## src/rtl/tpu_pkg.sv

```systemverilog
// Shared types and defaults for the systolic sequencer slice.
// Holds the sequencer state encoding, default array geometry and a lane-slice helper.
package tpu_pkg;

    localparam int SEQ_N      = 4;
    localparam int SEQ_DATA_W = 8;
    localparam int SEQ_K_W    = 8;

    typedef enum logic [2:0] {
        IDLE  = 3'd0,
        CLEAR = 3'd1,
        FEED  = 3'd2,
        DRAIN = 3'd3,
        DONE  = 3'd4
    } seq_state_e;

    function automatic logic [SEQ_DATA_W-1:0] lane(
        input logic [SEQ_N*SEQ_DATA_W-1:0] vec,
        input int                          i
    );
        return vec[i*SEQ_DATA_W +: SEQ_DATA_W];
    endfunction

endpackage

```

## src/rtl/systolic_seq_ctrl_skew_line.sv

```systemverilog
// skew_line: DEPTH-stage data+valid delay line for one array-edge lane.
// The output is forced to zero whenever the valid bit at the tap is low.
module skew_line #(
    parameter int DATA_W = 8,
    parameter int DEPTH  = 0
) (
    input  logic              clk,
    input  logic              rst,
    input  logic              clr,
    input  logic [DATA_W-1:0] din,
    input  logic              vin,
    output logic [DATA_W-1:0] dout
);

    generate
        if (DEPTH == 0) begin : g_pass
            logic unused_ok;
            assign unused_ok = &{1'b0, clk, rst, clr};
            assign dout      = vin ? din : '0;
        end else begin : g_line
            logic [DATA_W-1:0] d_q [DEPTH];
            logic [DEPTH-1:0]  v_q;

            always_ff @(posedge clk or posedge rst) begin
                if (rst) begin
                    v_q <= '0;
                    for (int s = 0; s < DEPTH; s++) d_q[s] <= '0;
                end else begin
                    // clr only drops valid bits; stale data is masked at the tap
                    if (clr) begin
                        v_q <= '0;
                    end else begin
                        v_q[0] <= vin;
                        for (int s = 1; s < DEPTH; s++) v_q[s] <= v_q[s-1];
                    end
                    d_q[0] <= din;
                    for (int s = 1; s < DEPTH; s++) d_q[s] <= d_q[s-1];
                end
            end

            assign dout = v_q[DEPTH-1] ? d_q[DEPTH-1] : '0;
        end
    endgenerate

endmodule

```

## src/rtl/systolic_seq_ctrl.sv

```systemverilog
// Sequencer for an N x N output-stationary MAC array: operand reads, edge skew, clear/enable, done.
// Optional SYSTOLIC_SEQ_PERF_EN adds perf_cycles (accept through DONE, inclusive).
//
//  state | meaning
//  IDLE  | waiting for start; arrays held (arr_en=0)
//  CLEAR | one cycle of arr_clr to wipe PE sums
//  FEED  | K buffer reads, addr 0..K-1, array enabled
//  DRAIN | 2N-1 cycles letting the skewed wavefront reach PE(N-1,N-1)
//  DONE  | one-cycle done pulse, sums final and held
module systolic_seq_ctrl
    import tpu_pkg::*;
#(
    parameter int N      = SEQ_N,
    parameter int DATA_W = SEQ_DATA_W,
    parameter int K_W    = SEQ_K_W
) (
    input  logic                clk,
    input  logic                rst,
    input  logic                start,
    input  logic [K_W-1:0]      k_len,
    input  logic                abort,
    output logic                busy,
    output logic                done,
    output logic                buf_rd_en,
    output logic [K_W-1:0]      buf_rd_addr,
    input  logic [N*DATA_W-1:0] a_vec,
    input  logic [N*DATA_W-1:0] b_vec,
    output logic [N*DATA_W-1:0] a_west,
    output logic [N*DATA_W-1:0] b_north,
    output logic                arr_clr,
    output logic                arr_en
`ifdef SYSTOLIC_SEQ_PERF_EN
    ,
    output logic [31:0]         perf_cycles
`endif
);

    localparam int DR_W = $clog2(2*N);

    seq_state_e      state;
    logic [K_W-1:0]  k_len_q;
    logic [DR_W-1:0] drain_cnt;
    logic            rd_valid;
    logic            kill;

    assign kill = abort && (state != IDLE);

    always_ff @(posedge clk or posedge rst) begin
        if (rst) begin
            state       <= IDLE;
            k_len_q     <= '0;
            drain_cnt   <= '0;
            busy        <= 1'b0;
            done        <= 1'b0;
            buf_rd_en   <= 1'b0;
            buf_rd_addr <= '0;
            arr_clr     <= 1'b0;
            arr_en      <= 1'b0;
        end else if (kill) begin
            state     <= IDLE;
            busy      <= 1'b0;
            done      <= 1'b0;
            buf_rd_en <= 1'b0;
            arr_clr   <= 1'b0;
            arr_en    <= 1'b0;
        end else begin
            done    <= 1'b0;
            arr_clr <= 1'b0;
            case (state)
                IDLE: begin
                    if (start) begin
                        state   <= CLEAR;
                        k_len_q <= k_len;
                        busy    <= 1'b1;
                        arr_clr <= 1'b1;
                        arr_en  <= 1'b0;
                    end
                end
                CLEAR: begin
                    if (k_len_q == '0) begin
                        state  <= DONE;
                        done   <= 1'b1;
                        arr_en <= 1'b0;
                    end else begin
                        state       <= FEED;
                        buf_rd_en   <= 1'b1;
                        buf_rd_addr <= '0;
                        arr_en      <= 1'b1;
                    end
                end
                FEED: begin
                    if (buf_rd_addr == k_len_q - 1'b1) begin
                        state     <= DRAIN;
                        buf_rd_en <= 1'b0;
                        drain_cnt <= DR_W'(2*N-2);
                    end else begin
                        buf_rd_addr <= buf_rd_addr + 1'b1;
                    end
                end
                DRAIN: begin
                    if (drain_cnt == '0) begin
                        state  <= DONE;
                        done   <= 1'b1;
                        arr_en <= 1'b0;
                    end else begin
                        drain_cnt <= drain_cnt - 1'b1;
                    end
                end
                DONE: begin
                    state <= IDLE;
                    busy  <= 1'b0;
                end
                default: begin
                    state  <= IDLE;
                    busy   <= 1'b0;
                    arr_en <= 1'b0;
                end
            endcase
        end
    end

    // read data returns one cycle after the strobe; this bit marks it valid
    always_ff @(posedge clk or posedge rst) begin
        if (rst) rd_valid <= 1'b0;
        else     rd_valid <= buf_rd_en && !kill;
    end

    generate
        for (genvar g = 0; g < N; g++) begin : g_lane
            skew_line #(.DATA_W(DATA_W), .DEPTH(g)) u_a_skew (
                .clk  (clk),
                .rst  (rst),
                .clr  (kill),
                .din  (a_vec[g*DATA_W +: DATA_W]),
                .vin  (rd_valid),
                .dout (a_west[g*DATA_W +: DATA_W])
            );
            skew_line #(.DATA_W(DATA_W), .DEPTH(g)) u_b_skew (
                .clk  (clk),
                .rst  (rst),
                .clr  (kill),
                .din  (b_vec[g*DATA_W +: DATA_W]),
                .vin  (rd_valid),
                .dout (b_north[g*DATA_W +: DATA_W])
            );
        end
    endgenerate

`ifdef SYSTOLIC_SEQ_PERF_EN
    logic [31:0] perf_cnt;

    always_ff @(posedge clk or posedge rst) begin
        if (rst) begin
            perf_cnt    <= '0;
            perf_cycles <= '0;
        end else if (state == IDLE) begin
            perf_cnt <= start ? 32'd1 : 32'd0;
        end else if (kill) begin
            perf_cnt <= '0;
        end else if (state == DONE) begin
            perf_cycles <= perf_cnt + 32'd1;
        end else begin
            perf_cnt <= perf_cnt + 32'd1;
        end
    end
`endif

endmodule

```

## config.mk

```make
export PLATFORM = sky130hd
export DESIGN_NAME = systolic_seq_ctrl
export DESIGN_NICKNAME = d
export VERILOG_FILES = /design/src/rtl/tpu_pkg.sv /design/src/rtl/systolic_seq_ctrl_skew_line.sv /design/src/rtl/systolic_seq_ctrl.sv
export SDC_FILE = /design/constraint.sdc
export NUM_CORES = 1
export LEC_CHECK = 0
export ABC_AREA = 1
export CORE_MARGIN = 5
export CORE_UTILIZATION = 50
export CTS_CLUSTER_DIAMETER = 100
export DETAILED_ROUTE_END_ITERATION = 16
export PLACE_DENSITY = 0.85
export SLEW_MARGIN = 20
export SYNTH_ARGS = -nofsm -noshare
export SYNTH_HDL_FRONTEND = slang
export SYNTH_SLANG_ARGS = --single-unit
```

## constraint.sdc

```tcl
create_clock -name clk -period 7.3 [get_ports clk]
set_input_delay 1.095 -clock clk [delete_from_list [all_inputs] [get_ports clk]]
set_output_delay 1.095 -clock clk [all_outputs]
set_load 0.05 [all_outputs]
```

* Word-level counts from Yosys, hierarchy flattened *
Cells that the tools add are included.

operators by class
  add/subtract/negate cells = 3
  equal/unequal tests = 15
  mux-type cells = 44
  bitwise logic cells = 1
  reductions and logical operators = 19

operators by type and width
  kind                   count
  $mux W8                10
  $mux W3                9
  $mux W1                16
  $pmux W8 S2            1
  $ne A3 B3 Y1 const B   4
  $pmux W3 S4            1
  $reduce_and A3 Y1      4
  $add A8 B1 Y8 const B  1
  $eq A8 B8 Y1           1
  $logic_not A8 Y1       1
  $ne A2 B2 Y1 const B   4
  $reduce_and A4 Y1      2
  $sub A8 B1 Y8 const B  1
  $eq A3 B2 Y1 const B   2
  $logic_not A3 Y1       2
  $pmux W1 S2            3
  $pmux W3 S2            1
  $reduce_bool A3 Y1     2
  $mux W2                2
  $ne A2 B1 Y1 const B   2
  $pmux W1 S4            1
  $reduce_bool A2 Y1     2
  $eq A3 B1 Y1 const B   1
  $eq A3 B3 Y1 const B   1
  other kinds (7)        8

storage, ports and cells
  flip-flop bits (word level) = 135

* Depth between registers and ports, before layout *
Gate-level depths: netlist of run 1.

  depth after elaboration = 5
  depth in mapped cells = 15
  depth with buffers taken out = 15

* Modules after synthesis *
Synthesis of run 1 repeated with hierarchy kept, for this count alone.

second synthesis, totals
  cells, all modules = 510
  area total of the unflattened synthesis = 5088.6 um2

by module, submodules not included
  module                              times used  cells each  area each (um2)
  systolic_seq_ctrl                   1           236         1752.9
  skew_line (g_lane[3].u_a_skew ...)  2           51          767.0
  skew_line (g_lane[2].u_a_skew ...)  2           40          534.3
  skew_line (g_lane[1].u_a_skew ...)  2           29          301.5
  skew_line (g_lane[0].u_a_skew ...)  2           17          65.1

* Worst setup path before layout of run 1 *
No wires, ideal clock.

  path type = input -> output
  start point = input a_vec[3]
  end point = output a_west[3]
  data arrival time = 1.452 ns
  required time = 6.205 ns
  setup slack = 4.753 ns
  stages on the path = 2
  buffers on the path = 0
  cells stage by stage = nand2_1 > inv_1

on the way
  word-level cells in the longest chain between the ends = 1

RTL lines
  element      line                               source
  from (decl)  systolic_seq_ctrl.sv:26            input logic [N*DATA_W-1:0] a_vec,
  $mux W8      systolic_seq_ctrl_skew_line.sv:19  assign dout = vin ? din : '0;
  to (decl)    systolic_seq_ctrl.sv:28            output logic [N*DATA_W-1:0] a_west,

Every way passes these cells.

* Final worst setup path of run 1 *
  start point = input b_vec[1]
  end point = output b_north[1]

on the way
  word-level cells in the longest chain between the ends = 1

RTL lines
  element      line                               source
  from (decl)  systolic_seq_ctrl.sv:27            input logic [N*DATA_W-1:0] b_vec,
  $mux W8      systolic_seq_ctrl_skew_line.sv:19
  to (decl)    systolic_seq_ctrl.sv:29            output logic [N*DATA_W-1:0] b_north,

Every way passes these cells.

==> results of run 1 <==
registers in the layout (all words and copies together) (netlist names):
signal / count
k_len_q: 8
g_lane.u_b_skew.g_line.d_q: 48
drain_cnt: 3
done: 1
busy: 1
rd_valid: 1
g_lane.u_a_skew.g_line.d_q: 48
arr_en: 1
g_lane.u_a_skew.g_line.v_q: 1
buf_rd_addr: 8
buf_rd_en: 1
g_lane.u_b_skew.g_line.v_q: 2
arr_clr: 1
state: 3
worst max-delay path by stage:
stage / startpoint / end / cells after the start
floorplan: rst / arr_clr$_DFF_PP0_ / 1
global placement: a_vec[0] / a_west[0] / 4
finish: b_vec[1] / b_north[1] / 4
global route: b_vec[1] / b_north[1] / 4
CTS: b_vec[1] / b_north[1] / 4
detailed placement: b_vec[1] / b_north[1] / 4
layer usage:
metal	global-route usage [%]	wire [um]	vias up	part of all wire, %
met1	22.9	4360	1792	39
li1	-	-	1824	-
met2	36.1	6080	126	54
met4	7.94	184	0	1.6
met3	5.15	590	15	5.3
met5	0	0	-	0
cells in the mapped netlist, types with 2 or more instances:
master    number  share of area [%]
clkbuf_1       8               0.62
nor3b_1        2               0.31
nor2_1        34                2.6
inv_2          3               0.23
ha_1           5                1.3
xnor2_1        2               0.36
o21ai_1        4               0.41
nand2_1      150                 12
inv_1        101                7.8
nand3_2        2               0.41
dfrtp_1      127                 65
nand3_1       27                2.8
nand4_1        9                1.2
xor2_1         7                1.3
nor3_1         6               0.62
nor2_4         2               0.46
o21ai_0        4               0.41
final cells by class:
type                    count  area [um^2]
flip-flops and latches    127         3180
fillers                   664         2520
repair buffers            153         1530
multi-input cells         264         1250
clock buffers              18          428
inverters                 104          393
clock inverters            14          173
well taps                 133          166
worst max-delay path, stage by stage:
cell and delay, ps:
clkdlybuf4s50_1 470, nand2_1 60, inv_1 80, clkdlybuf4s50_1 800
power groups by stage:
stage / combinational [uW] / sequential, uW / clock, uW
floorplan: 742 / 910 / 0
global placement: 1040 / 902 / 0
detailed placement: 1070 / 912 / 0
CTS: 1090 / 899 / 858
global route: 1180 / 915 / 895
finish: 1090 / 899 / 844
metrics by stage:
step                      total power, uW  hold WS (ps)  cells  instance area (um^2)  util (%)
final                                2830           347    813                  7120      73.8
after global routing                 2990           357    813                  7120      73.8
after CTS                            2840           348    813                  7120      73.8
after detailed placement             1990           335    781                  6520      67.6
after global placement               1950           332    781                  6520      67.6
after floorplan                      1650           331    505                  4860         -
logic make-up after synthesis:
| logic type | after synthesis | synth area share [%] |
|---|---|---|
| simple gates | 238 | 21.3 |
| flops | 127 | 65.3 |
| buf+inv | 114 | 8.98 |
| compound gates | 12 | 1.49 |
| xor+xnor | 9 | 1.62 |
| fa+ha+maj | 5 | 1.29 |
==> metrics.txt, run 1 <==
antenna diode count=0; CTS resizes=0; I/O pin count=approximately 150; most frequent cells in the layout=152 x clkdlybuf4s50_1, 150 x nand2_1, 127 x dfrtp_1; initial antenna violation count=0; Ys Warns=0; Total Routing Usage GR=20.1%; Initial Utilization=between 50 and 60%; Avg Vias per Cell=approximately 4.6; Worst setup SP type=input port; gpl congestion=~0.86; Netlist cell types=29; max cap viols=0; crit-path max FO=1; internal power=~1700 uW; first-pass GRT wire length=18200 um; final worst slack=~3700 ps; TritonCTS Buffers=17; DR pass1 iterations=5; Chip Width=between 100 and 150 um; Tightest Hold Check Type=reg2reg; routed len/inst=13.8 um; worst-case clock buffer depth=2; number of flops mapped to enable cells by yosys=0; CTS Root Cell=clkbuf_8; pre-CTS setup slack=3700 ps; Post-Syn Instances=around 500; final hold vios=0; RSZ-0062 raised after global routing=false; Worst Clk Skew=about 8.5 ps; net switching fraction of the power=between 40% and 50%; Die ar.=11800 um^2; number of global-route vias before repair=~4000; htree depth=4; Final nets=approximately 750; FMAX=~280 MHz; cts hold-fix bufs=0; FF-to-FF Start=k_len_q[0]$_DFFE_PP0P_; period utilisation layout=between 40 and 50%; post-CTS setup buffer count=0; clock share of power=29.8%; layout cells sized above 1=6.91%; Comb pwr share=38.4%; relative slew slack=a little under half; core box area=about 9600 um^2; count of state elements after synthesis=approximately 130; sequential fraction of the synthesis area=between 60 and 70%; cell area power density=~400 nW/um^2; Post-synth ARST share=between 90% and 100%; Switch Pwr=between 1000 and 1500 uW; # rows=36; die height=approximately 110 um; hold depth=0; Final min period=about 3600 ps; final WL=~11000 um; CTS tree=built; starting DRC count in detailed routing=203; setup tns final=0 ps; IO Port Bufs=about 150; Slew Viols, Final=0; Min-Delay Endpoint=g_lane[3].u_b_skew.g_line.d_q[12]$_DFF_PP0_; largest net degree at the start of global routing=slightly below 70; syn nets=~590; via count=around 3800; worst IR drop on VDD=between 200 and 250 uV; CP arrival=2510 ps; residual DRC count=0; part of the power in registers=a little under a third; reg2reg setup slack=5180 ps; Final HPWL DP=approximately 8000 um; endpoint type of the worst setup path=primary output; status=finished, final reports clean; CP required=roughly 6200 ps; Final ANT Viol Nets=0; P_leak=between 0.003 and 0.004 uW; Area Overhead vs Synth=46.3%; clock-pin slew on the worst setup and hold paths=about 60 ps; top_reg_cell synth=dfrtp_1; worst-margin pin slew=783 ps; Final setup viols=0; most common cell after layout, fill and taps aside=clkdlybuf4s50_1; Setup CP Type=in2out; Remaining Overflow, GRT=0; Avg Cell Area, Syn=slightly below 10 um^2; Hold Startpoint=g_lane[3].u_b_skew.g_line.d_q[20]$_DFF_PP0_; clk_lat worst skew=about 500 ps; Post-Syn Area=between 4000 and 5000 um^2; RR Endpoint=buf_rd_addr[6]$_DFFE_PP0P_; R2R cell count=10; Clock Sink Count=about 130
Power figures use the tool's default switching activity.
==> inputs of run 2 (changes only) <==
CORE_UTILIZATION = 46   (was 50)
PLACE_DENSITY = 0.79   (was 0.85)
clock period = 3.7 ns   (was 7.3 ns; I/O delays follow)
==> metrics.txt, run 2 (synthesis results as in run 1) <==
status=finished, final reports clean; dpl cells=about 780; CTS tree=built; CTS Root Cell=clkbuf_8; Switch Pwr=2270 uW; most common cell after layout, fill and taps aside=clkdlybuf4s50_1; antenna diode count=0; worst-case clock buffer depth=2; Final setup viols=0; starting DRC count in detailed routing=between 200 and 250; clock share of power=28.6%; RSZ-0062 raised after global routing=false; Initial Utilization=47.1%; clk_lat worst skew=500 ps; Remaining Overflow, GRT=0; Final nets=roughly 750; via count=between 3000 and 4000; max cap viols=0; Setup CP Type=reg2out; die height=around 110 um; Chip Width=roughly 110 um; clock-pin slew on the worst setup and hold paths=approximately 60 ps; Regs by FF count=g_lane.u_a_skew.g_line.d_q: 48 flops, g_lane.u_b_skew.g_line.d_q: 48 flops; final hold vios=0; Worst setup SP type=flip-flop; Tot Pwr=~5400 uW; first-pass GRT wire length=18100 um; post-CTS setup buffer count=0; largest net degree at the start of global routing=between 100 and 150; part of the power in registers=32.6%; most frequent cells in the layout=152 x clkdlybuf4s50_1, 150 x nand2_1, 127 x dfrtp_1; gpl congestion=~0.86; core box area=between 10000 and 15000 um^2; worst-margin pin slew=roughly 630 ps; Clock Sink Count=around 130; Worst Clk Skew=slightly above 10 ps; TritonCTS Buffers=17; Slew Viols, Final=0; setup tns final=0 ps; I/O pin count=~150; period utilisation layout=75.9%; DR pass1 iterations=4; Die ar.=~13000 um^2; FMAX=approximately 360 MHz; Final HPWL DP=about 7800 um; initial antenna violation count=0; Final Non-Filler Cells=816; relative slew slack=approximately 58%; Tightest Hold Check Type=reg2reg; endpoint type of the worst setup path=primary output; crit-path max FO=17; # rows=37; IO Port Bufs=152; Final ANT Viol Nets=0; internal power=~3200 uW; cell area power density=766 nW/um^2; CP delay by family, top=buffers and inverters; WP buf/inv=2; worst IR drop on VDD=~520 uV; met1 usage=a little under a quarter; CP arrival=roughly 2300 ps; routed len/inst=~13 um; layout cells sized above 1=under 10%; residual DRC count=0; CTS resizes=0; P_leak=0.00365 uW; final WL=around 11000 um; cts hold-fix bufs=0; number of global-route vias before repair=around 3700; slowest stage delay, CP=~800 ps; met3 usage=between 4 and 5%; htree depth=4; most used routing layer=met2; Total Routing Usage GR=18.0%; CP required=roughly 3100 ps; Comb pwr share=38.8%; Final min period=approximately 2800 ps; Area Overhead vs Synth=45.9%; Avg Vias per Cell=roughly 4.5; net switching fraction of the power=41.7%; sequence of cells on the critical path=nand2_1 -> inv_1 -> clkdlybuf4s50_1; met2 Usage GRT=29.6%; Critical-path top delay cell=clkdlybuf4s50_1
==> run 2: per-layer routing <==
metal / up-vias / part of all wire, %
li1: 1830 / -
met4: 0 / 1.1
met2: 140 / 50
met5: - / 0
met1: 1719 / 42
met3: 12 / 6.9
==> run 2: area by class of cell <==
class | instances | area, um^2
clock buffers | 17 | 414
clock inverters | 15 | 148
fillers | 758 | 3230
inverters | 104 | 394
multi-input cells | 264 | 1250
flip-flops and latches | 127 | 3180
well taps | 136 | 170
repair buffers | 153 | 1540
==> run 2: power by group through the flow <==
stage,Clock [uW],Combinational [uW],Sequential (uW)
after global routing,1660,2320,1810
after global placement,0,2060,1780
after detailed placement,0,2110,1800
final,1560,2110,1770
after CTS,1590,2120,1780
after floorplan,0,1470,1790
==> run 2: worst paths after layout <==
| path | start | endpoint | slack [ps] | cells past startpoint |
|---|---|---|---|---|
| setup reg to reg | k_len_q[0]$_DFFE_PP0P_ | drain_cnt[1]$_DFFE_PP0P_ | 1600 | 14 |
| setup / recovery | g_lane[3].u_b_skew.g_line.v_q[1]$_DFF_PP0_ | a_west[23] | 890 | 3 |
| hold reg to reg | g_lane[2].u_a_skew.g_line.d_q[11]$_DFF_PP0_ | g_lane[2].u_a_skew.g_line.d_q[3]$_DFF_PP0_ | 340 | 0 |
| max in group asynchronous | rst | g_lane[1].u_b_skew.g_line.d_q[7]$_DFF_PP0_ | 2640 | 3 |
| hold / removal | g_lane[2].u_a_skew.g_line.d_q[11]$_DFF_PP0_ | g_lane[2].u_a_skew.g_line.d_q[3]$_DFF_PP0_ | 340 | 0 |
| min in group asynchronous | rst | g_lane[1].u_a_skew.g_line.d_q[0]$_DFF_PP0_ | 610 | 3 |
==> run 2: worst register-to-register path, cell delays in order (launching register included) <==
cell	delay [ps]
dfrtp_1	400
inv_1	180
ha_1	270
nand2_1	80
nand2_1	50
nor2_1	110
nand2_1	60
nor2_1	80
nand2_1	60
nor2_1	130
nand2_1	160
nand2_1	170
nand2_1	110
nand2_1	90
nand2_1	50
==> run 2: per-stage QoR <==
stage	hold slack, ps	area (um^2)	setup WS, ps	util, %
after floorplan	331	4870	1580	-
after global placement	332	6530	1210	63.3
after detailed placement	335	6530	1180	63.3
after CTS	344	7100	834	68.7
after global routing	350	7100	770	68.7
final	343	7100	890	68.7
